<file path="src/rtl/axil_m.sv">
// axil_m: AXI4-Lite initiator, one outstanding single-beat read or write per local command.
// Latency: valids rise the cycle after cmd accept; best-case write reaches WRESP 2 cycles after accept.
// Backpressure: cmd_ready only in IDLE; AXI stalls are waited out indefinitely; response held until rsp_ready.
module axil_m #(
  parameter int AXI_ADDR_WIDTH = 4,
  parameter int ERR_CNT_WIDTH  = 8
) (
  input  logic                      clk,
  input  logic                      rst_n,
  // local command port
  input  logic                      i_cmd_valid,
  output logic                      o_cmd_ready,
  input  logic                      i_cmd_write,
  input  logic [AXI_ADDR_WIDTH-1:0] i_cmd_addr,
  input  logic [31:0]               i_cmd_wdata,
  input  logic [3:0]                i_cmd_wstrb,
  // local response port
  output logic                      o_rsp_valid,
  input  logic                      i_rsp_ready,
  output logic                      o_rsp_write,
  output logic [31:0]               o_rsp_rdata,
  output logic [1:0]                o_rsp_resp,
  // status
  output logic                      o_busy,
  output logic [ERR_CNT_WIDTH-1:0]  o_err_count,
  // write address channel
  output logic                      o_awvalid,
  input  logic                      i_awready,
  output logic [AXI_ADDR_WIDTH-1:0] o_awaddr,
  // write data channel
  output logic                      o_wvalid,
  input  logic                      i_wready,
  output logic [31:0]               o_wdata,
  output logic [3:0]                o_wstrb,
  // write response channel
  input  logic                      i_bvalid,
  output logic                      o_bready,
  input  logic [1:0]                i_bresp,
  // read address channel
  output logic                      o_arvalid,
  input  logic                      i_arready,
  output logic [AXI_ADDR_WIDTH-1:0] o_araddr,
  // read data channel
  input  logic                      i_rvalid,
  output logic                      o_rready,
  input  logic [31:0]               i_rdata,
  input  logic [1:0]                i_rresp
);

  localparam int AXI_DATA_WIDTH = 32;

  typedef enum logic [2:0] {
    S_IDLE    = 3'd0,
    S_WR      = 3'd1,
    S_WRESP   = 3'd2,
    S_RD_ADDR = 3'd3,
    S_RD_DATA = 3'd4,
    S_RSP     = 3'd5
  } state_t;

  state_t                      state_q,     state_d;
  logic [AXI_ADDR_WIDTH-1:0]   addr_q,      addr_d;
  logic [AXI_DATA_WIDTH-1:0]   wdata_q,     wdata_d;
  logic [3:0]                  wstrb_q,     wstrb_d;
  logic                        awvalid_q,   awvalid_d;
  logic                        wvalid_q,    wvalid_d;
  logic                        arvalid_q,   arvalid_d;
  logic                        bready_q,    bready_d;
  logic                        rready_q,    rready_d;
  logic                        cmd_ready_q, cmd_ready_d;
  logic                        busy_q,      busy_d;
  logic                        rsp_valid_q, rsp_valid_d;
  logic                        rsp_write_q, rsp_write_d;
  logic [AXI_DATA_WIDTH-1:0]   rsp_rdata_q, rsp_rdata_d;
  logic [1:0]                  rsp_resp_q,  rsp_resp_d;
  logic [ERR_CNT_WIDTH-1:0]    err_cnt_q,   err_cnt_d;

  // per-cycle helpers
  logic                        aw_done;
  logic                        w_done;
  logic                        capture;
  logic [1:0]                  cap_resp;

  // Transaction FSM: next state, latched command, captured response and the
  // registered handshake outputs (derived from the next state so they are flops).
  always_comb begin
    state_d     = state_q;
    addr_d      = addr_q;
    wdata_d     = wdata_q;
    wstrb_d     = wstrb_q;
    awvalid_d   = awvalid_q;
    wvalid_d    = wvalid_q;
    arvalid_d   = arvalid_q;
    rsp_write_d = rsp_write_q;
    rsp_rdata_d = rsp_rdata_q;
    rsp_resp_d  = rsp_resp_q;
    err_cnt_d   = err_cnt_q;
    aw_done     = 1'b0;
    w_done      = 1'b0;
    capture     = 1'b0;
    cap_resp    = 2'b00;

    case (state_q)
      S_IDLE: begin
        if (i_cmd_valid) begin
          addr_d  = i_cmd_addr;
          wdata_d = i_cmd_wdata;
          wstrb_d = i_cmd_wstrb;
          if (i_cmd_write) begin
            state_d   = S_WR;
            awvalid_d = 1'b1;
            wvalid_d  = 1'b1;
          end else begin
            state_d   = S_RD_ADDR;
            arvalid_d = 1'b1;
          end
        end
      end

      S_WR: begin
        // AW and W retire independently; a channel already done counts as done.
        aw_done = !awvalid_q || i_awready;
        w_done  = !wvalid_q  || i_wready;
        if (awvalid_q && i_awready) awvalid_d = 1'b0;
        if (wvalid_q  && i_wready)  wvalid_d  = 1'b0;
        if (aw_done && w_done)      state_d   = S_WRESP;
      end

      S_WRESP: begin
        if (i_bvalid) begin
          rsp_resp_d  = i_bresp;
          rsp_rdata_d = '0;
          rsp_write_d = 1'b1;
          capture     = 1'b1;
          cap_resp    = i_bresp;
          state_d     = S_RSP;
        end
      end

      S_RD_ADDR: begin
        if (i_arready) begin
          arvalid_d = 1'b0;
          state_d   = S_RD_DATA;
        end
      end

      S_RD_DATA: begin
        if (i_rvalid) begin
          rsp_resp_d  = i_rresp;
          rsp_rdata_d = i_rdata;
          rsp_write_d = 1'b0;
          capture     = 1'b1;
          cap_resp    = i_rresp;
          state_d     = S_RSP;
        end
      end

      S_RSP: begin
        if (i_rsp_ready) state_d = S_IDLE;
      end

      default: begin
        state_d   = S_IDLE;
        awvalid_d = 1'b0;
        wvalid_d  = 1'b0;
        arvalid_d = 1'b0;
      end
    endcase

    // Non-OKAY responses are counted once, at capture; the counter sticks at all-ones.
    if (capture && (cap_resp != 2'b00) && (err_cnt_q != '1)) begin
      err_cnt_d = err_cnt_q + ERR_CNT_WIDTH'(1);
    end

    bready_d    = (state_d == S_WRESP);
    rready_d    = (state_d == S_RD_DATA);
    rsp_valid_d = (state_d == S_RSP);
    cmd_ready_d = (state_d == S_IDLE);
    busy_d      = (state_d != S_IDLE);
  end

  // State and output registers; reset drops every valid immediately.
  always_ff @(posedge clk or negedge rst_n) begin
    if (!rst_n) begin
      state_q     <= S_IDLE;
      addr_q      <= '0;
      wdata_q     <= '0;
      wstrb_q     <= '0;
      awvalid_q   <= 1'b0;
      wvalid_q    <= 1'b0;
      arvalid_q   <= 1'b0;
      bready_q    <= 1'b0;
      rready_q    <= 1'b0;
      cmd_ready_q <= 1'b1;
      busy_q      <= 1'b0;
      rsp_valid_q <= 1'b0;
      rsp_write_q <= 1'b0;
      rsp_rdata_q <= '0;
      rsp_resp_q  <= '0;
      err_cnt_q   <= '0;
    end else begin
      state_q     <= state_d;
      addr_q      <= addr_d;
      wdata_q     <= wdata_d;
      wstrb_q     <= wstrb_d;
      awvalid_q   <= awvalid_d;
      wvalid_q    <= wvalid_d;
      arvalid_q   <= arvalid_d;
      bready_q    <= bready_d;
      rready_q    <= rready_d;
      cmd_ready_q <= cmd_ready_d;
      busy_q      <= busy_d;
      rsp_valid_q <= rsp_valid_d;
      rsp_write_q <= rsp_write_d;
      rsp_rdata_q <= rsp_rdata_d;
      rsp_resp_q  <= rsp_resp_d;
      err_cnt_q   <= err_cnt_d;
    end
  end

  // A single latched address serves both AW and AR; only one is ever valid.
  assign o_cmd_ready = cmd_ready_q;
  assign o_busy      = busy_q;
  assign o_err_count = err_cnt_q;
  assign o_awvalid   = awvalid_q;
  assign o_awaddr    = addr_q;
  assign o_wvalid    = wvalid_q;
  assign o_wdata     = wdata_q;
  assign o_wstrb     = wstrb_q;
  assign o_bready    = bready_q;
  assign o_arvalid   = arvalid_q;
  assign o_araddr    = addr_q;
  assign o_rready    = rready_q;
  assign o_rsp_valid = rsp_valid_q;
  assign o_rsp_write = rsp_write_q;
  assign o_rsp_rdata = rsp_rdata_q;
  assign o_rsp_resp  = rsp_resp_q;

`ifndef SYNTHESIS
  // Channel valids hold, with stable payload, until their handshake.
  a_aw_hold: assert property (@(posedge clk) disable iff (!rst_n)
    (o_awvalid && !i_awready) |=> (o_awvalid && $stable(o_awaddr)));
  a_w_hold: assert property (@(posedge clk) disable iff (!rst_n)
    (o_wvalid && !i_wready) |=> (o_wvalid && $stable(o_wdata) && $stable(o_wstrb)));
  a_ar_hold: assert property (@(posedge clk) disable iff (!rst_n)
    (o_arvalid && !i_arready) |=> (o_arvalid && $stable(o_araddr)));
  // Write and read activity never overlap.
  a_no_mix: assert property (@(posedge clk) disable iff (!rst_n)
    !((o_awvalid || o_wvalid || o_bready) && (o_arvalid || o_rready)));
`endif

endmodule
</file>
<file path="config.mk">
export PLATFORM = sky130hd
export DESIGN_NAME = axil_m
export DESIGN_NICKNAME = d
export VERILOG_FILES = /design/src/rtl/axil_m.sv
export SDC_FILE = /design/constraint.sdc
export NUM_CORES = 1
export LEC_CHECK = 0
export ABC_AREA = 1
export CELL_PAD_IN_SITES_DETAIL_PLACEMENT = 1
export CELL_PAD_IN_SITES_GLOBAL_PLACEMENT = 2
export CORE_ASPECT_RATIO = 0.6
export CORE_MARGIN = 2
export CORE_UTILIZATION = 25
export CTS_CLUSTER_SIZE = 24
export DETAILED_ROUTE_END_ITERATION = 7
export GPL_TIMING_DRIVEN = 0
export PLACE_DENSITY_LB_ADDON = 0.1
export SLEW_MARGIN = 20
export SYNTH_ARGS = -nofsm -noshare
export SYNTH_HDL_FRONTEND = slang
export SYNTH_SLANG_ARGS = --single-unit
</file>
<file path="constraint.sdc">
create_clock -name clk -period 2 [get_ports clk]
set_input_delay 0.4 -clock clk [delete_from_list [all_inputs] [get_ports clk]]
set_output_delay 0.4 -clock clk [all_outputs]
set_load 0.1 [all_outputs]
</file>
== After elaboration in Yosys (flattened, before gate mapping) ==
Index checks and enable logic that the tools add are counted.

* Flip-flop bits (word level): 94
* Output and inout bits: 95
* Word-level logic and storage cells: 90

* Multiplexer cells: 33
* Reduce and logical (&&, ||, !) cells: 21
* Eq/ne operators: 17
* Add/sub/neg operators: 1
* Bitwise gates (word level): 2

{| class="wikitable"
|+ Operator list
! kind !! number
|-
| 32-bit 2-to-1 mux || 2
|-
| 32-bit case mux with 2 select lines || 1
|-
| 3-bit 2-to-1 mux || 6
|-
| 3-bit case mux with 6 select lines || 1
|-
| 2-bit inequality test, second input constant || 8
|-
| 3-bit equality test, second input constant || 4
|-
| 4-bit AND reduction || 3
|-
| 1-bit 2-to-1 mux || 11
|-
| 2-bit 2-to-1 mux || 5
|-
| 3-bit by 2-bit equality test with 1-bit output, second input constant || 3
|-
| 1-bit case mux with 3 select lines || 3
|-
| 8-bit by 1-bit adder with 8-bit output, second input constant || 1
|-
| 8-bit inequality test, second input constant || 1
|-
| 2-bit case mux with 2 select lines || 2
|-
| 4-bit OR reduction || 2
|-
| 3-bit zero test || 2
|-
| 1-bit logical AND || 5
|-
| 1-bit case mux with 2 select lines || 2
|-
| 2-bit nonzero test || 2
|-
| 3-bit by 1-bit equality test with 1-bit output, second input constant || 1
|-
| 3-bit AND reduction || 1
|-
| 3-bit nonzero test || 1
|-
| 1-bit zero test || 2
|-
| 1-bit logical OR || 2
|-
| other kinds (2) || 3
|}

== Logic depth before layout (Yosys ltp) ==
* Depth after elaboration: 6
* Mapped depth: 9
* Gate-level depth less buffers: 9

== Worst setup path before layout ==
No wires, ideal clock.

* Path kind: register to register
* Start: register err_cnt_q[0], in the netlist o_err_count[0]
* End: register err_cnt_q[7], in the netlist o_err_count[7]
* Data arrival time: 2.115 ns
* Period minus slack after synthesis: 2.183 ns
* Library setup time: 0.068 ns
* Stages on the path, launching flop included: 8
* Setup slack: -0.183 ns
* Cell sequence: dfrtp_1 ha_1 nand3_1 nor2_1 nand3_2 nand2_4 nand2_1 nand2_1

* Cells in the longest elaborated chain, start to end: 2
* Elaborated cells between the ends (all ways): 3
* Classes of those cells: 1 x add/sub; 1 x eq/ne; 1 x reduce/logical

{| class="wikitable"
|+ Ends and longest elaborated chain
! what !! RTL line !! text
|-
| from (decl) || 76 || <nowiki>logic [ERR_CNT_WIDTH-1:0] err_cnt_q, err_cnt_d;</nowiki>
|-
| from (signal assigned) || 217 || <nowiki>err_cnt_q <= err_cnt_d;</nowiki>
|-
| branches (longest 2 deep; another with 8-bit by 1-bit adder with 8-bit output) || n/a ||
|}

Parallel ways; which one is timed is not known.
A chain may end at the register's enable or synchronous reset.

== Final worst setup path ==
* Start: register rsp_rdata_q[27], in the netlist o_rsp_rdata[27]
* End: output port o_rsp_rdata[27]

{| class="wikitable"
|+ RTL lines
! what !! RTL line !! text
|-
| from (decl) || 74 || <nowiki>logic [AXI_DATA_WIDTH-1:0] rsp_rdata_q, rsp_rdata_d;</nowiki>
|-
| from (signal assigned) || 215 || <nowiki>rsp_rdata_q <= rsp_rdata_d;</nowiki>
|-
| to (decl) || 21 || <nowiki>output logic [31:0] o_rsp_rdata,</nowiki>
|}

No word-level cell between the ends.

==> results.sh <==
export IMPL_critPathTopFamily="buffers and inverters"
export IMPL_die_area_sq_um=17310
export IMPL_r2r_start="o_err_count[0]"
export IMPL_design_area_sq_um=6317
export IMPL_r2r_end="o_err_count[7]"
export IMPL_areaGrowthSynthToFinish_pct=55.55
export IMPL_post_cts_buffers=0
export IMPL_crit_fanout=2
export IMPL_multi_input_area_sq_um=1475
export IMPL_cts_tree="done"
export IMPL_instances_no_fill=883
export IMPL_chipHeight_um=102.7
export IMPL_grt_pass1_wl_um=21580
export IMPL_drv_cap=0
export IMPL_critPathRequiredTime_ns=1.60
export IMPL_synth_flop_cell="dfrtp_1"
export IMPL_vias_per_cell=4.284
export IMPL_crit_path_cell_trace="dlygate4sd2_1"
export IMPL_clk_latency_ns=0.34
export IMPL_antennaDiodeCount=0
export IMPL_clock_sinks=94
export IMPL_cp_arrival_ns=1.56
export IMPL_hold_path_class="reg2reg"
export IMPL_crit_path_start_kind="register"
export IMPL_async_reset_ff_share_pct=100.0
export IMPL_finalSetupViolCount=0
export IMPL_gr_total_overflow=0
export IMPL_crit_type="reg2out"
export IMPL_synth_top_area_cell="dfrtp_1"
export IMPL_grt_antenna_before_repair=0
export IMPL_chipWidth_um=168.5
export IMPL_yosys_area_top_type_share_pct=57.30
export IMPL_slowest_stage="dlygate4sd2_1"
export IMPL_io_pins=181
export IMPL_grt_max_degree=49
export IMPL_r2r_slack_ns=0.39
export IMPL_worstMarginPinSlew_ns=0.9959
export IMPL_syn_area_per_cell_sq_um=8.532
export IMPL_whs_path_depth=2
export IMPL_end_kind="output port"
export IMPL_htreeDepth=3
export IMPL_rows=36
export IMPL_firstDrtPassIters=4
export IMPL_regArea_sq_um=2356
export IMPL_post_route_drc_count=0
export IMPL_ys_warnings_count=0
export IMPL_worst_path_buf_inv=1
export IMPL_synthCells=476
export IMPL_drt_iter0_markers=188
export IMPL_fin_skew_ns=0.01255
export IMPL_holdPathEnd="o_wdata[0]"
export IMPL_period_needed_ns=1.960
export IMPL_hold_viol=0
export IMPL_tritoncts_num_buffers=9
export IMPL_yosysMostFrequentCell="nand2_1"
export IMPL_core_sq_um=16080
export IMPL_routabilityCongestion=0.7670
export IMPL_clk_pin_slew_ns=0.07
export IMPL_synth_cell_types=26
export IMPL_rsz0062_at_grt="no"
export IMPL_routed_via_count=3783
export IMPL_maxSlewHeadroom_pct=33.86
export IMPL_syn_num_nets=563
export IMPL_drt_total_wl_um=13250
export IMPL_drt_wirelength_per_cell_um=15.01
export IMPL_fillCellCount=1904
export IMPL_initial_core_util_pct=25.26
export IMPL_seq_area_frac_synth_pct=57.95
export IMPL_status="finished, final reports clean"
export IMPL_cts_root_buf="clkbuf_16"
export IMPL_synthTopCellsByArea="dfrtp_1 57%, nand2_1 23%, o21ai_1 4.2%, inv_1 2.0%, nand3_1 1.4%"
export IMPL_ys_ff_latch=94
export IMPL_dp_hpwl_um=9986
export IMPL_dp_cells=866
export IMPL_synth_edf_count=0
export IMPL_port_buffers=180
export IMPL_ant_nets=0
export IMPL_clock_path_buffers=2
export IMPL_syn_area_sq_um=4061
export IMPL_first_global_vias=3951
export IMPL_finalNetCount=756
export IMPL_crit_path_max_incr_delay_ns=0.87
export IMPL_track_usage_pct=16.04
export IMPL_final_max_slew_viol_count=0
export IMPL_max_freq_ghz=0.5102
export IMPL_synth_commonest_cells="244 x nand2_1, 93 x dfrtp_1, 34 x o21ai_1"
export IMPL_finalCritPeriodShare_pct=98.01
export IMPL_drive_gt1_share_pct=12.76
export IMPL_place_area_sq_um=6156
export IMPL_worstHoldStart="o_wdata[0]"
export IMPL_reg2reg_depth=7
worst max path at each step:
| stage | startpoint | slack [ns] | endpoint | cells past startpoint |
|---|---|---|---|---|
| global route | o_rsp_rdata[11] | 0.0006 | o_rsp_rdata[11] | 1 |
| CTS | o_awvalid | 0.0004 | o_awvalid | 1 |
| floorplan | o_err_count[3] | 0.005 | o_err_count[7] | 6 |
| detailed placement | o_err_count[5] | -0.02 | o_err_count[5] | 1 |
| finish | o_rsp_rdata[27] | 0.04 | o_rsp_rdata[27] | 1 |
| global placement | rst_n | -3.76 | o_err_count[1] | 1 |
area by class of cell:
class                      count  share of cell area, %
tap                          209                  4.139
inverter                      23                  1.367
multi-input combinational    336                  23.35
clock buffer                  11                  3.684
sequential                    94                  37.29
timing repair buffer         182                  27.19
clock inverter                 5                 0.6536
buffer                        23                  2.317
placed cells by master, fill, tap and decap left out, types with 2 or more instances in the layout:
master / netlist / routed
nand2_4: 3 / 3
o21ai_0: 9 / 9
nor2_4: 3 / 3
nand3b_1: 3 / 3
clkbuf_16: 0 / 9
inv_6: 0 / 3
nor2_1: 9 / 9
nand4_1: 5 / 5
clkdlybuf4s15_1: 0 / 38
dfrtp_2: 0 / 2
o21ai_1: 34 / 34
clkinvlp_4: 0 / 2
nor2_2: 2 / 2
nand2_1: 244 / 244
dfrtp_1: 93 / 91
nand3_1: 11 / 11
xor2_1: 2 / 2
clkbuf_2: 0 / 21
xnor2_1: 2 / 2
or2_2: 2 / 2
clkdlybuf4s50_1: 0 / 84
clkdlybuf4s15_2: 0 / 11
dlygate4sd2_1: 0 / 25
buf_4: 7 / 7
buf_6: 3 / 4
clkbuf_1: 4 / 6
nand3_2: 3 / 3
inv_1: 22 / 22
buf_2: 9 / 9
kinds of logic (layout without fill, tap and decap cells):
group | after synthesis | in the layout | synth area share (%)
DFF | 94 | 94 | 57.95
xor gates and xnor gates | 4 | 4 | 0.8628
buffers and inverters | 46 | 244 | 5.730
and+or+nand+nor | 287 | 287 | 29.73
AOI/OAI and AO/OA | 44 | 44 | 5.422
adders and majority gates | 1 | 1 | 0.3080
stage by stage:
stage	hold WS, ns	setup slack [ns]	TNS, ns	util (%)
after global placement	0.4591	-3.761	-316.02	38.10
final	0.4771	0.03982	0	39.29
after global routing	0.5030	0.0006386	0	39.29
after detailed placement	0.3716	-0.01986	-0.05516	38.28
after CTS	0.4805	0.0003723	0	39.60
after floorplan	0.1044	0.005317	0	-
timing repair:
item                                    4_1_cts  5_1_grt
hold buffers                                  1        0
gates resized for setup                     132       65
endpoints found under the hold margin         4        0
endpoints found under the setup margin       95       58
layer usage:
layer	vias to the layer above	track usage (%)	share of wire, %
met4	0	2.785	0.29
met3	2	7.409	9.2
met1	1824	20.80	48
met5	-	0	0
met2	101	25.07	43
li1	1856	-	-
state kept, by name, indices dropped and copies added (netlist names):
name and flops:
o_err_count 8, o_araddr 4, o_wvalid 1, o_wdata 32, o_awvalid 1, o_rsp_valid 1, o_rsp_write 1, o_rsp_rdata 32
state_q 3, o_arvalid 1, o_wstrb 4, o_rsp_resp 2, o_bready 1, o_rready 1, o_cmd_ready 1, o_busy 1
Power is not shown: default switching activity piles up to over one toggle a cycle in this logic, so the estimate is an artifact.
